--- config.mk ---
export PLATFORM = sky130hd
export DESIGN_NAME = hazard_stall_controller
export DESIGN_NICKNAME = d
export VERILOG_FILES = /design/src/rtl/hazard_stall_controller_pkg.sv /design/src/rtl/hazard_stall_controller_counter.sv /design/src/rtl/hazard_stall_controller.sv
export SDC_FILE = /design/constraint.sdc
export NUM_CORES = 1
export LEC_CHECK = 0
export BUFFER_PORTS_ARGS = -buffer_cell sky130_fd_sc_hd__buf_2
export CORE_ASPECT_RATIO = 1.4
export CORE_MARGIN = 1.5
export CORE_UTILIZATION = 30
export DETAILED_ROUTE_END_ITERATION = 7
export MAX_ROUTING_LAYER = met4
export PLACE_DENSITY = 0.53
export SKIP_CTS_REPAIR_TIMING = 1
export SLEW_MARGIN = 20
export SYNTH_ARGS = -nofsm -noshare
export SYNTH_HDL_FRONTEND = slang
export SYNTH_SLANG_ARGS = --single-unit
--- constraint.sdc ---
create_clock -name clk -period 4.9 [get_ports clk]
set_input_delay 0.245 -clock clk [delete_from_list [all_inputs] [get_ports clk]]
set_output_delay 0.245 -clock clk [all_outputs]
set_load 0.02 [all_outputs]
--- src/rtl/hazard_stall_controller_pkg.sv ---
// ---------------------------------------------------------------------------
// hazard_stall_controller_pkg
//
// Shared definitions for the pipeline hazard/stall sequencer:
//   - CNT_W       : width of the MDU and drain stall counters
//   - state_t     : sequencer states (RUN=0, MDU_BUSY=1, DRAIN=2, HALTED=3)
//   - ctrl_t      : bundle of all pipeline-register control outputs
//   - event_ctrl  : maps the prioritised hazard events of one cycle onto
//                   the control bundle, including the drain overrides
// ---------------------------------------------------------------------------
package hazard_stall_controller_pkg;

    localparam int CNT_W = 4;

    typedef enum logic [1:0] {
        RUN      = 2'd0,
        MDU_BUSY = 2'd1,
        DRAIN    = 2'd2,
        HALTED   = 2'd3
    } state_t;

    typedef struct packed {
        logic pc_en;
        logic ifid_en;
        logic idex_en;
        logic exmem_en;
        logic memwb_en;
        logic ifid_sr;
        logic idex_sr;
        logic exmem_sr;
        logic memwb_sr;
        logic halt_ack;
    } ctrl_t;

    // Free-running pipeline: everything loads, nothing is cleared.
    localparam ctrl_t CTRL_IDLE   = ctrl_t'(10'b11111_1111_0);
    // Fully frozen, empty pipeline waiting on the debugger.
    localparam ctrl_t CTRL_HALTED = ctrl_t'(10'b00000_1111_1);

    // Only the highest-priority event shapes the outputs. The caller passes
    // 'mdu' already qualified (latency > 1 and not masked).
    function automatic ctrl_t event_ctrl(
        input logic in_drain,
        input logic mdu,
        input logic branch,
        input logic load_use,
        input logic jump
    );
        ctrl_t c;
        c = CTRL_IDLE;
        if (mdu) begin
            // Hold everything up to EX/MEM; feed a bubble into MEM/WB.
            c.pc_en    = 1'b0;
            c.ifid_en  = 1'b0;
            c.idex_en  = 1'b0;
            c.exmem_en = 1'b0;
            c.memwb_sr = 1'b0;
        end else if (branch) begin
            c.ifid_sr = 1'b0;
            c.idex_sr = 1'b0;
        end else if (load_use) begin
            c.pc_en   = 1'b0;
            c.ifid_en = 1'b0;
            c.idex_sr = 1'b0;
        end else if (jump) begin
            c.ifid_sr = 1'b0;
        end

        if (in_drain) begin
            // Draining: stop fetching (a taken branch still redirects the PC
            // so the resume address is correct) and push only bubbles into ID.
            if (mdu || !branch) begin
                c.pc_en = 1'b0;
            end
            if (c.ifid_en) begin
                c.ifid_sr = 1'b0;
            end
        end
        return c;
    endfunction

endpackage

--- src/rtl/hazard_stall_controller_counter.sv ---
// ---------------------------------------------------------------------------
// stall_cycle_counter
//
// Loadable down-counter used for MDU occupancy and drain length.
//   clk        : clock, rising edge
//   reset      : asynchronous, active-low; clears the count
//   load       : load 'load_value' (takes priority over dec)
//   load_value : value to load
//   dec        : decrement by one; holds at zero
//   count      : current count
//   zero       : count == 0
// ---------------------------------------------------------------------------
module stall_cycle_counter
    import hazard_stall_controller_pkg::*;
(
    input  logic             clk,
    input  logic             reset,
    input  logic             load,
    input  logic [CNT_W-1:0] load_value,
    input  logic             dec,
    output logic [CNT_W-1:0] count,
    output logic             zero
);

    always_ff @(posedge clk or negedge reset) begin
        if (!reset) begin
            count <= '0;
        end else if (load) begin
            count <= load_value;
        end else if (dec && !zero) begin
            count <= count - CNT_W'(1);
        end
    end

    assign zero = (count == '0);

endmodule

--- src/rtl/hazard_stall_controller.sv ---
// ---------------------------------------------------------------------------
// hazard_stall_controller
//
// Central Mealy sequencer for the five-stage core. Drives the load enables
// and active-low synchronous clears of the PC and the four pipeline
// registers to resolve load-use hazards, taken branches, jumps, multi-cycle
// MDU occupancy and a debug halt/drain handshake.
//
// Parameters:
//   MDU_LATENCY    : cycles an MDU op occupies EX (1..15)
//   DRAIN_CYCLES   : advancing bubble cycles before halt_ack (1..15)
//   REG_ADDR_WIDTH : register-file address width
// Ports:
//   clk, reset                  : clock; asynchronous active-low reset
//   ifid_rs/ifid_rt/ifid_uses_rt: sources of the instruction in ID
//   ifid_jump                   : ID instruction is J/JAL/JR
//   idex_mem_read, idex_rt      : EX instruction is a load, and its dest
//   idex_mdu_start              : EX instruction is MULT/DIV
//   ex_branch_taken             : branch in EX resolved taken
//   halt_req                    : debug halt request (level)
//   *_enable                    : register load enables
//   *_sync_reset                : 0 clears the register when enabled
//   halt_ack                    : pipeline empty and frozen
// ---------------------------------------------------------------------------
module hazard_stall_controller
    import hazard_stall_controller_pkg::*;
#(
    parameter int MDU_LATENCY    = 4,
    parameter int DRAIN_CYCLES   = 4,
    parameter int REG_ADDR_WIDTH = 5
) (
    input  logic                      clk,
    input  logic                      reset,
    input  logic [REG_ADDR_WIDTH-1:0] ifid_rs,
    input  logic [REG_ADDR_WIDTH-1:0] ifid_rt,
    input  logic                      ifid_uses_rt,
    input  logic                      ifid_jump,
    input  logic                      idex_mem_read,
    input  logic [REG_ADDR_WIDTH-1:0] idex_rt,
    input  logic                      idex_mdu_start,
    input  logic                      ex_branch_taken,
    input  logic                      halt_req,
    output logic                      pc_enable,
    output logic                      ifid_enable,
    output logic                      idex_enable,
    output logic                      exmem_enable,
    output logic                      memwb_enable,
    output logic                      ifid_sync_reset,
    output logic                      idex_sync_reset,
    output logic                      exmem_sync_reset,
    output logic                      memwb_sync_reset,
    output logic                      halt_ack
);

    // MDU_LATENCY = 1 never stalls; the first stall cycle is spent in the
    // issuing state, so the counter covers the remaining MDU_LATENCY-2.
    localparam logic             MDU_STALLS = (MDU_LATENCY > 1);
    localparam logic [CNT_W-1:0] MDU_LOAD   =
        (MDU_LATENCY > 1) ? CNT_W'(MDU_LATENCY - 2) : '0;
    localparam logic [CNT_W-1:0] DRAIN_LOAD = CNT_W'(DRAIN_CYCLES);

    state_t state;
    state_t next_state;
    logic   ret_drain;        // 1: return to DRAIN after MDU, 0: RUN
    logic   ret_drain_next;

    logic             mdu_load;
    logic             mdu_dec;
    logic [CNT_W-1:0] mdu_cnt;
    logic             mdu_zero;
    logic             drain_load;
    logic             drain_dec;
    logic [CNT_W-1:0] drain_cnt;
    logic             drain_zero;
    logic             drain_advance;

    logic  load_use;
    logic  mdu_evt;
    ctrl_t ctrl;
    ctrl_t ctrl_out;

    assign load_use = idex_mem_read && (idex_rt != '0) &&
                      ((idex_rt == ifid_rs) ||
                       (ifid_uses_rt && (idex_rt == ifid_rt)));

    assign mdu_evt = idex_mdu_start && MDU_STALLS;

    stall_cycle_counter u_mdu_cnt (
        .clk        (clk),
        .reset      (reset),
        .load       (mdu_load),
        .load_value (MDU_LOAD),
        .dec        (mdu_dec),
        .count      (mdu_cnt),
        .zero       (mdu_zero)
    );

    stall_cycle_counter u_drain_cnt (
        .clk        (clk),
        .reset      (reset),
        .load       (drain_load),
        .load_value (DRAIN_LOAD),
        .dec        (drain_dec),
        .count      (drain_cnt),
        .zero       (drain_zero)
    );

    // The MDU release decision only needs the zero flag.
    logic unused_mdu_cnt;
    assign unused_mdu_cnt = ^mdu_cnt;

    always_ff @(posedge clk or negedge reset) begin
        if (!reset) begin
            state     <= RUN;
            ret_drain <= 1'b0;
        end else begin
            state     <= next_state;
            ret_drain <= ret_drain_next;
        end
    end

    always_comb begin
        next_state     = state;
        ret_drain_next = ret_drain;
        mdu_load       = 1'b0;
        mdu_dec        = 1'b0;
        drain_load     = 1'b0;
        drain_dec      = 1'b0;
        drain_advance  = 1'b0;
        ctrl           = CTRL_IDLE;

        case (state)
            RUN: begin
                ctrl = event_ctrl(1'b0, mdu_evt, ex_branch_taken, load_use, ifid_jump);
                if (mdu_evt) begin
                    next_state     = MDU_BUSY;
                    mdu_load       = 1'b1;
                    ret_drain_next = 1'b0;
                end else if (halt_req) begin
                    next_state = DRAIN;
                    drain_load = 1'b1;
                end
            end

            DRAIN: begin
                ctrl = event_ctrl(1'b1, mdu_evt, ex_branch_taken, load_use, ifid_jump);
                if (mdu_evt) begin
                    next_state     = MDU_BUSY;
                    mdu_load       = 1'b1;
                    ret_drain_next = 1'b1;
                end else begin
                    // A load-use bubble does not advance the pipeline.
                    drain_advance = !load_use;
                end
            end

            MDU_BUSY: begin
                if (!mdu_zero) begin
                    ctrl    = event_ctrl(ret_drain, 1'b1, 1'b0, 1'b0, 1'b0);
                    mdu_dec = 1'b1;
                end else begin
                    // Last EX cycle of the MDU op: behave like the return
                    // state, but the still-asserted mdu start must not
                    // re-trigger the stall.
                    ctrl       = event_ctrl(ret_drain, 1'b0, ex_branch_taken,
                                            load_use, ifid_jump);
                    next_state = ret_drain ? DRAIN : RUN;
                    if (ret_drain) begin
                        drain_advance = !load_use;
                    end
                end
            end

            HALTED: begin
                ctrl = CTRL_HALTED;
                if (!halt_req) begin
                    next_state = RUN;
                end
            end

            default: begin
                next_state = RUN;
            end
        endcase

        if (drain_advance) begin
            drain_dec = 1'b1;
            if ((drain_cnt == CNT_W'(1)) || drain_zero) begin
                next_state = HALTED;
            end
        end
    end

    // While reset is held the outputs sit at their reset values regardless
    // of what the hazard inputs are doing.
    assign ctrl_out = reset ? ctrl : CTRL_IDLE;

    assign pc_enable        = ctrl_out.pc_en;
    assign ifid_enable      = ctrl_out.ifid_en;
    assign idex_enable      = ctrl_out.idex_en;
    assign exmem_enable     = ctrl_out.exmem_en;
    assign memwb_enable     = ctrl_out.memwb_en;
    assign ifid_sync_reset  = ctrl_out.ifid_sr;
    assign idex_sync_reset  = ctrl_out.idex_sr;
    assign exmem_sync_reset = ctrl_out.exmem_sr;
    assign memwb_sync_reset = ctrl_out.memwb_sr;
    assign halt_ack         = ctrl_out.halt_ack;

endmodule

# --- Word-level counts from Yosys, hierarchy flattened ---
# Cells that the tools add are included.
# Widths: inputs -> output; s select.
totals:
  ff_bits: 11
  latchBits: 0
  ram_bits: 0
  romBits: 0
  inputBits: 23
  wordCells: 90
  mem_count: 0
op_classes:
  add_sub_neg: 2
  multipliers: 0
  div_mod_pow: 0
  n_lt_le_gt_ge: 0
  n_eq_ne: 8
  n_shift: 0
  muxes: 55
  bitwise: 0
  n_reduce_logical: 21
op_table:
  columns: ["operator", "count"]
  rows:
  - ["$pmux 10 s4", 1]
  - ["$mux 2", 17]
  - ["$mux 1", 26]
  - ["$mux 4", 6]
  - ["$mux 10", 2]
  - ["$eq 5x5->1", 2]
  - ["$logic_not 4->1", 2]
  - ["$pmux 2 s4", 1]
  - ["$sub 4x1->4 const B", 2]
  - ["$reduce_bool 2->1", 3]
  - ["$logic_and 1x1->1", 5]
  - ["$reduce_bool 5->1", 1]
  - ["$eq 2x2->1 const B", 2]
  - ["$eq 4x1->1 const B", 1]
  - ["$logic_not 1->1", 4]
  - ["$ne 2x2->1 const B", 2]
  - ["$pmux 1 s2", 2]
  - ["$logic_or 1x1->1", 3]
  - ["$reduce_and 3->1", 1]
  - ["$eq 2x1->1 const B", 1]
  - ["$logic_not 2->1", 1]
  - ["$reduce_or 2->1", 1]

# --- Longest topological paths before layout ---
# Gate-level depths: netlist (run 1).
logic_depth:
  word_depth: 13
  depth_mapped: 9

# --- By module ---
# From an unflattened synthesis (run 1), not the netlist that was laid out.
hier_totals:
  cells_unflattened: 137
  area_unflattened_um2: 1132.3
by_module_without_submodules:
  columns: ["module", "n_inst", "cells_each", "area_each_um2", "seq_area_each_um2"]
  rows:
  - ["hazard_stall_controller", 1, 83, 591.8, 75.1]
  - ["stall_cycle_counter", 2, 27, 270.3, 100.1]

# --- Worst setup path after synthesis (run 1) ---
# Ideal clock, no wire load.
synth_path:
  path_kind: "register to output"
  startpoint: "register state[1]"
  endpoint: "output port ifid_enable"
  arrival_time_ns: 1.741
  path_slack_ns: 2.914
  path_stages_with_launch: 6
  path_cell_list: "dfrtp_1 inv_1 ha_1 nor2_1 o211ai_1 a21boi_1"
synth_via:
  elab_chain_len: 3
synth_rtl:
  columns: ["element", "line", "source"]
  rows:
  - ["start, declared", "hazard_stall_controller.sv:62", "state_t state;"]
  - ["start signal, assigned", "hazard_stall_controller.sv:117", "state <= next_state;"]
  - ["$eq 2x2->1, or another cell as far along", "hazard_stall_controller.sv:132", "case (state)"]
  - ["$pmux 10 s4 (*)", "hazard_stall_controller.sv:132", null]
  - ["$mux 10 (*)", "hazard_stall_controller.sv:196", "assign ctrl_out = reset ? ctrl : CTRL_IDLE;"]
  - ["end, declared", "hazard_stall_controller.sv:44", "output logic ifid_enable,"]
# Every way passes the cells marked *; elsewhere a longest branch is shown, timed or not.

# --- Worst setup path in the final report (run 1) ---
layout_path:
  startpoint: "register state[1]"
  endpoint: "output port ifid_sync_reset"
layout_via:
  elab_chain_len: 3
layout_rtl:
  columns: ["element", "line", "source"]
  rows:
  - ["$eq 2x2->1, or another cell as far along", "hazard_stall_controller.sv:132", null]
  - ["$pmux 10 s4 (*)", "hazard_stall_controller.sv:132", null]
  - ["$mux 10 (*)", "hazard_stall_controller.sv:196", null]
  - ["end, declared", "hazard_stall_controller.sv:48", "output logic ifid_sync_reset,"]
# Marked as above.

==> reports/metrics.csv, run 1 <==
stage,metric,value,unit
synth,Avg Synthesized Cell Area,7.94,um2
timing,Final Cycle Share,46.9,%
layout,utilization after layout,39.3,%
synth,"Seq/Total Area, Yosys",26.9,%
worst_hold_path,Hold Path Depth,3,
routing,DRT Pass-1 Iters,4,
synth,#FFs+latches synth,11,
routing,"antenna viol nets, final",0,
timing,Layout Skew,0.00121,ns
timing,Final Max Slew Viols,0,
flow_run,maxcap violations,0,
routing,wire length per cell,11.7,um
status,status,completed,
timing,unrepaired setup endpoints after global routing,no,
synth,Mapped Area,1020,um2
layout,fin nets,193,
placement,GPL Wtd Cong,0.903,
setup_path,critical path peak fanout,7,
global_route,GRT met1 Usage,13.0,%
global_route,GR peak layer,met2,
global_route,grt total ovfl,0,
setup_path,Crit Path Class,reg2out,
power,PwrDens,475,nW/um2
synth,Post-Syn Instances,129,
global_route,GR Layer Usage met2,21.8,%
layout,FF/Latch Area,275,um2
global_route,gr usage total,12.6,%
timing,worst relative slew slack,62.3,%
synth,ys async rst share,100,%
setup_path,reg2reg end,u_drain_cnt.count[3],
synth,YS warnings,0,
global_route,met3 Use GR,1.85,%
synth,ys flop type,dfrtp_1,
timing,Least-Margin Pin Slew,0.566,ns
layout,layout cells sized above 1,22.4,%
die,IO Pins,33,
clock_tree,clock buffer depth,2,
die,core area,3180,um2
power,P_leak,0.595,nW
timing,Period minus WS final,2.30,ns
layout,"commonest non-fill, non-tap cell in the layout",buf_2,
die,chip width,52.4,um
power,Max VDD drop,209,uV
setup_path,Crit Reg-Reg Startpoint,state[1],
setup_path,WP data required,4.66,ns
clock_tree,Clock transition at path regs,0.05,ns
routing,Initial DRC Count,24,
die,Starting Density,32.2,%
clock_tree,Root Buffer,clkbuf_8,
routing,drc violations,0,
clock_tree,latest clock arrival within the worst-skew pair,0.23,ns
worst_hold_path,worst hold path type,in2reg,
setup_path,FF-to-FF setup slack,2.86,ns
clock_tree,CTS tree,done,
setup_path,CP Launch Type,flip-flop,
global_route,vias in the first global route,925,
global_route,initial antenna violation count,0,
placement,dpl hpwl,1930,um
clock_tree,CTS buffer count,3,
layout,most frequent cells in the layout,"buf_2 (31), nor2_1 (17), nand2_1 (13)",
timing,Fmax achieved,436,MHz
placement,Buffers on Ports,31,
setup_path,worst-case reg-to-reg path depth,8,
timing,endpoints failing setup,0,
timing,Final Hold Viols,0,
routing,DRT Wirelength,2350,um
die,Die Ht,72.2,um
layout,# fillers,331,
die,Std-Cell Rows,24,
setup_path,Worst setup EP type,output port,
die,Die Area,3780,um2
synth,syn nets,160,
worst_hold_path,hold_sp,idex_mdu_start,
worst_hold_path,WHS Endpoint,ret_drain,
timing,Fin Setup TNS,0,ns
layout,Inserted Diodes,0,
layout,Area growth syn-to-layout,22.2,%
clock_tree,H-tree depth,1,
layout,area used by multi-input combinational logic,681,um2
global_route,wire length of the first global-routing pass,3630,um
synth,"Distinct cells, synth",39,
routing,vias post-DR,997,
setup_path,Worst EP arrival,2.05,ns
global_route,largest net degree at the start of global routing,19,
routing,DR vias/cell,4.99,
synth,"EDFF count, synth",0,
clock_tree,clock sinks,11,
-- cell families (layout without fill, tap and decap cells) --
kind of cell / Yosys count / count (layout) / synth area share, %
AND/OR/NAND/NOR: 53 / 53 / 24.9
XOR/XNOR: 13 / 13 / 11.1
flip-flops: 11 / 11 / 26.9
multiplexers: 1 / 1 / 0.977
buffers and inverters: 14 / 46 / 6.71
other: 1 / 1 / 0.366
AO/OA/AOI/OAI: 28 / 28 / 19.3
adder cells (fa/ha/maj): 8 / 8 / 9.77
-- layout make-up --
type | instances | area share [%]
Clock buffer | 4 | 3.60
Inverter | 10 | 3.00
Multi-Input combinational cell | 104 | 54.3
Sequential cell | 11 | 22.0
Tap cell | 39 | 3.90
Timing Repair Buffer | 32 | 13.2
-- synthesized netlist by cell type, types with 3 or more instances --
cell	number	area, um2
nor2_1	17	63.8
nand2_1	13	48.8
dfrtp_1	11	275
inv_1	10	37.5
ha_1	8	100
o21ai_0	7	35.0
xor2_1	7	61.3
xnor2_1	6	52.6
a21oi_1	5	25.0
a31o_1	3	26.3
and2_1	3	18.8
and3_1	3	18.8
nand3_1	3	15.0
nor3_1	3	15.0
-- worst max-delay path by stage --
stage / start / endpoint / depth (start not counted)
after floorplan: state[1] / ifid_enable / 5
after global placement: idex_rt[3] / ifid_sync_reset / 8
after detailed placement: idex_rt[3] / ifid_sync_reset / 8
after CTS: state[1] / ifid_sync_reset / 7
after global routing: state[1] / ifid_sync_reset / 7
final: state[1] / ifid_sync_reset / 7
-- per-stage QoR --
| stage | area, um2 | total power, mW | setup WS [ns] | instances | hold slack (ns) |
|---|---|---|---|---|---|
| final | 1250 | 0.595 | 2.60 | 200 | 0.337 |
| after global routing | 1250 | 0.651 | 2.47 | 200 | 0.355 |
| after CTS | 1240 | 0.601 | 2.60 | 199 | -0.0807 |
| after detailed placement | 1200 | 0.510 | 2.75 | 195 | 0.168 |
| after global placement | 1200 | 0.506 | 2.74 | 195 | 0.169 |
| after floorplan | 1020 | 0.417 | 2.91 | 129 | -0.0506 |
-- report_power, final --
part           switching (mW)  internal (mW)
clock network          0.0293         0.0567
logic                   0.215          0.136
registers              0.0331          0.126
-- metal layers --
layer,vias up,wire length [um]
met5,-,0
li1,507,-
met4,0,38
met3,4,150
met2,37,1150
met1,449,1010
-- worst max-delay path, cell delays in order, from the launching register on --
cell and delay (ns):
dfrtp_1 0.43, inv_1 0.10, ha_1 0.28, a21boi_0 0.47, nor2_1 0.13, o311ai_1 0.10, o21a_1 0.15, buf_2 0.15
-- state kept, by name, indices dropped and copies added, names as in the netlist --
signal / flops
ret_drain: 1
u_mdu_cnt.count: 4
state: 2
u_drain_cnt.count: 4
(Power assumes the default switching activity.)
==> run 2: changes to the inputs <==
Clock period 4.9 ns to 2.3 ns, I/O delays scaled along.
==> run 2 against run 1 <==
- design area grew 0.60%
- utilization increased by 0.24 points
- total power rose by 120%
- register-to-register slack worse by 2.5 ns
- first-iteration DRC count is 33% lower
- final cell count up 0.50%
- via count grew 1.8%
- clock-buffer cell count unchanged
- global-route usage up 1.2 points
- die area unchanged
==> reports/metrics.csv, run 2 (synthesis results as in run 1) <==
stage,metric,value,unit,change
die,Std-Cell Rows,24,,unchanged
timing,endpoints failing setup,0,,unchanged
layout,Inserted Diodes,0,,unchanged
die,Starting Density,32.2,%,unchanged
power,Gate power share,58.7,%,-0.2 points
die,Die Ht,72.2,um,unchanged
routing,DRT Pass-1 Iters,4,,unchanged
flow_run,maxcap violations,0,,unchanged
global_route,wire length of the first global-routing pass,3910,um,+7.8%
layout,Top Registers,"u_drain_cnt.count (4), u_mdu_cnt.count (4), state (2)",,
setup_path,Critical path buffers and inverters,3,,+1
timing,Final Max Slew Viols,0,,unchanged
routing,Initial DRC Count,16,,-33%
setup_path,Max stage delay on crit path,0.43,ns,-0.04 ns
timing,worst relative slew slack,60.0,%,-2.3 points
clock_tree,clock sinks,11,,unchanged
layout,fin nets,194,,+0.52%
routing,wire length per cell,11.8,um,+0.94%
worst_hold_path,hold_sp,idex_mdu_start,,
setup_path,CP Launch Type,flip-flop,,
routing,drc violations,0,,unchanged
clock_tree,CTS buffer count,3,,unchanged
die,core area,3180,um2,unchanged
global_route,largest net degree at the start of global routing,19,,unchanged
setup_path,"delay-heaviest family, CP",flip-flops,,
power,Max VDD drop,680,uV,+220%
routing,DRT Wirelength,2380,um,+1.4%
die,chip width,52.4,um,unchanged
layout,"commonest non-fill, non-tap cell in the layout",buf_2,,
power,P_leak,0.600,nW,+0.85%
setup_path,critical path's slowest cell,dfrtp_1,,
placement,dpl hpwl,1930,um,-0.30%
routing,"antenna viol nets, final",0,,unchanged
timing,Final Cycle Share,87.9,%,
layout,layout cells sized above 1,22.8,%,+0.48 points
power,Psw,0.599,mW,+120%
routing,DR vias/cell,5.05,,+1.3%
power,register share of total power,26.3,%,-0.3 points
worst_hold_path,worst hold path type,in2reg,,
timing,Fin Setup TNS,0,ns,unchanged
clock_tree,Clock transition at path regs,0.05,ns,about the same
global_route,gr usage total,13.8,%,+1.2 points
power,switching part of the total,46.4,%,-0.20 points
setup_path,Crit Reg-Reg Startpoint,state[1],,
setup_path,"Critical Path, Cell by Cell",inv_1 > ha_1 > inv_1 > nand4_1 > o211ai_1 > a21boi_1 > buf_2,,
worst_hold_path,Hold Path Depth,3,,unchanged
power,P_int,0.693,mW,+120%
clock_tree,Root Buffer,clkbuf_8,,
placement,GPL Wtd Cong,0.891,,-1.4%
timing,Final Hold Viols,0,,unchanged
placement,Buffers on Ports,31,,unchanged
setup_path,critical path peak fanout,6,,-1
setup_path,reg2reg end,u_drain_cnt.count[3],,
setup_path,most frequent CP cell,inv_1,,
timing,Layout Skew,0.00733,ns,+0.00612 ns
die,IO Pins,33,,unchanged
setup_path,Worst setup EP type,output port,,
power,total power,1.29,mW,+120%
setup_path,Crit Path Class,reg2out,,
global_route,initial antenna violation count,0,,unchanged
timing,unrepaired setup endpoints after global routing,no,,
global_route,grt total ovfl,0,,unchanged
layout,# fillers,341,,+3.0%
status,status,completed,,
worst_hold_path,WHS Endpoint,ret_drain,,
setup_path,Worst EP arrival,1.91,ns,-0.14 ns
layout,most frequent cells in the layout,"buf_2 (31), nor2_1 (17), nand2_1 (13)",,
routing,vias post-DR,1015,,+1.8%
timing,Least-Margin Pin Slew,0.600,ns,+0.0339 ns
setup_path,worst-case reg-to-reg path depth,8,,unchanged
clock_tree,latest clock arrival within the worst-skew pair,0.24,ns,about the same
setup_path,WP data required,2.18,ns,-2.48 ns
clock_tree,clock buffer depth,2,,unchanged
timing,Fmax achieved,495,MHz,
layout,Area growth syn-to-layout,23.0,%,
die,Die Area,3780,um2,unchanged
setup_path,FF-to-FF setup slack,0.32,ns,-2.54 ns
timing,Period minus WS final,2.02,ns,
clock_tree,H-tree depth,1,,unchanged
power,PwrDens,1030,nW/um2,+120%
power,Clk network pwr share,15.0,%,+0.6 points
clock_tree,CTS tree,done,,
global_route,vias in the first global route,959,,+3.7%
[run 2: cell count changes in the layout (fill, tap and decap cells not counted), sizes merged]
| cell | change |
|---|---|
| buf | +1 |
[run 2: layer usage]
layer | part of all wire (%) | track usage, % | vias to the layer above
met5 | 0 | - | -
met4 | 1.0 | 6.27 | 0
met3 | 5.7 | 2.06 | 2
met2 | 49 | 23.1 | 32
met1 | 45 | 15.9 | 473
li1 | - | - | 508
[run 2: cell type report]
type	instances	area [um2]	area share (%)
Clock buffer	4	45.0	3.57
Tap cell	39	48.8	3.87
Sequential cell	11	275	21.8
Multi-Input combinational cell	104	681	54.0
Inverter	10	37.5	2.98
Timing Repair Buffer	33	173	13.7
[run 2: stage by stage]
step	instance area (um2)	hold slack [ns]	utilization (%)	std cells	setup slack, ns
floorplan	1020	-0.181	-	129	0.444
global placement	1200	0.0483	37.9	196	0.326
detailed placement	1200	0.0459	37.9	196	0.294
CTS	1250	-0.213	39.3	200	0.271
global route	1260	0.208	39.6	201	0.0985
finish	1260	0.196	39.6	201	0.278
[run 2: power by group through the flow]
stage / sequential, mW / clock [mW] / combinational (mW)
6_report: 0.339 / 0.194 / 0.759
5_1_grt: 0.352 / 0.214 / 0.858
4_1_cts: 0.340 / 0.203 / 0.764
3_5_place_dp: 0.342 / 0 / 0.761
3_3_place_gp: 0.341 / 0 / 0.757
2_1_floorplan: 0.325 / 0 / 0.564
[run 2: worst max-delay path by stage]
| stage | startpoint | endpoint | depth (start not counted) |
|---|---|---|---|
| after floorplan | state[1] | ifid_enable | 5 |
| after global placement | idex_rt[3] | ifid_sync_reset | 8 |
| after detailed placement | idex_rt[3] | ifid_sync_reset | 8 |
| after CTS | state[1] | ifid_enable | 7 |
| after global routing | state[1] | ifid_enable | 7 |
| final | state[1] | ifid_enable | 7 |
[run 2: worst reg2reg max path: cells and delay by family, from the launching register on]
kind | cells | cell delay [ns]
adder cells (fa/ha/maj) | 1 | 0.25
AO/OA/AOI/OAI | 2 | 0.24
AND/OR/NAND/NOR | 3 | 0.71
buffers and inverters | 2 | 0.24
flip-flops | 1 | 0.44
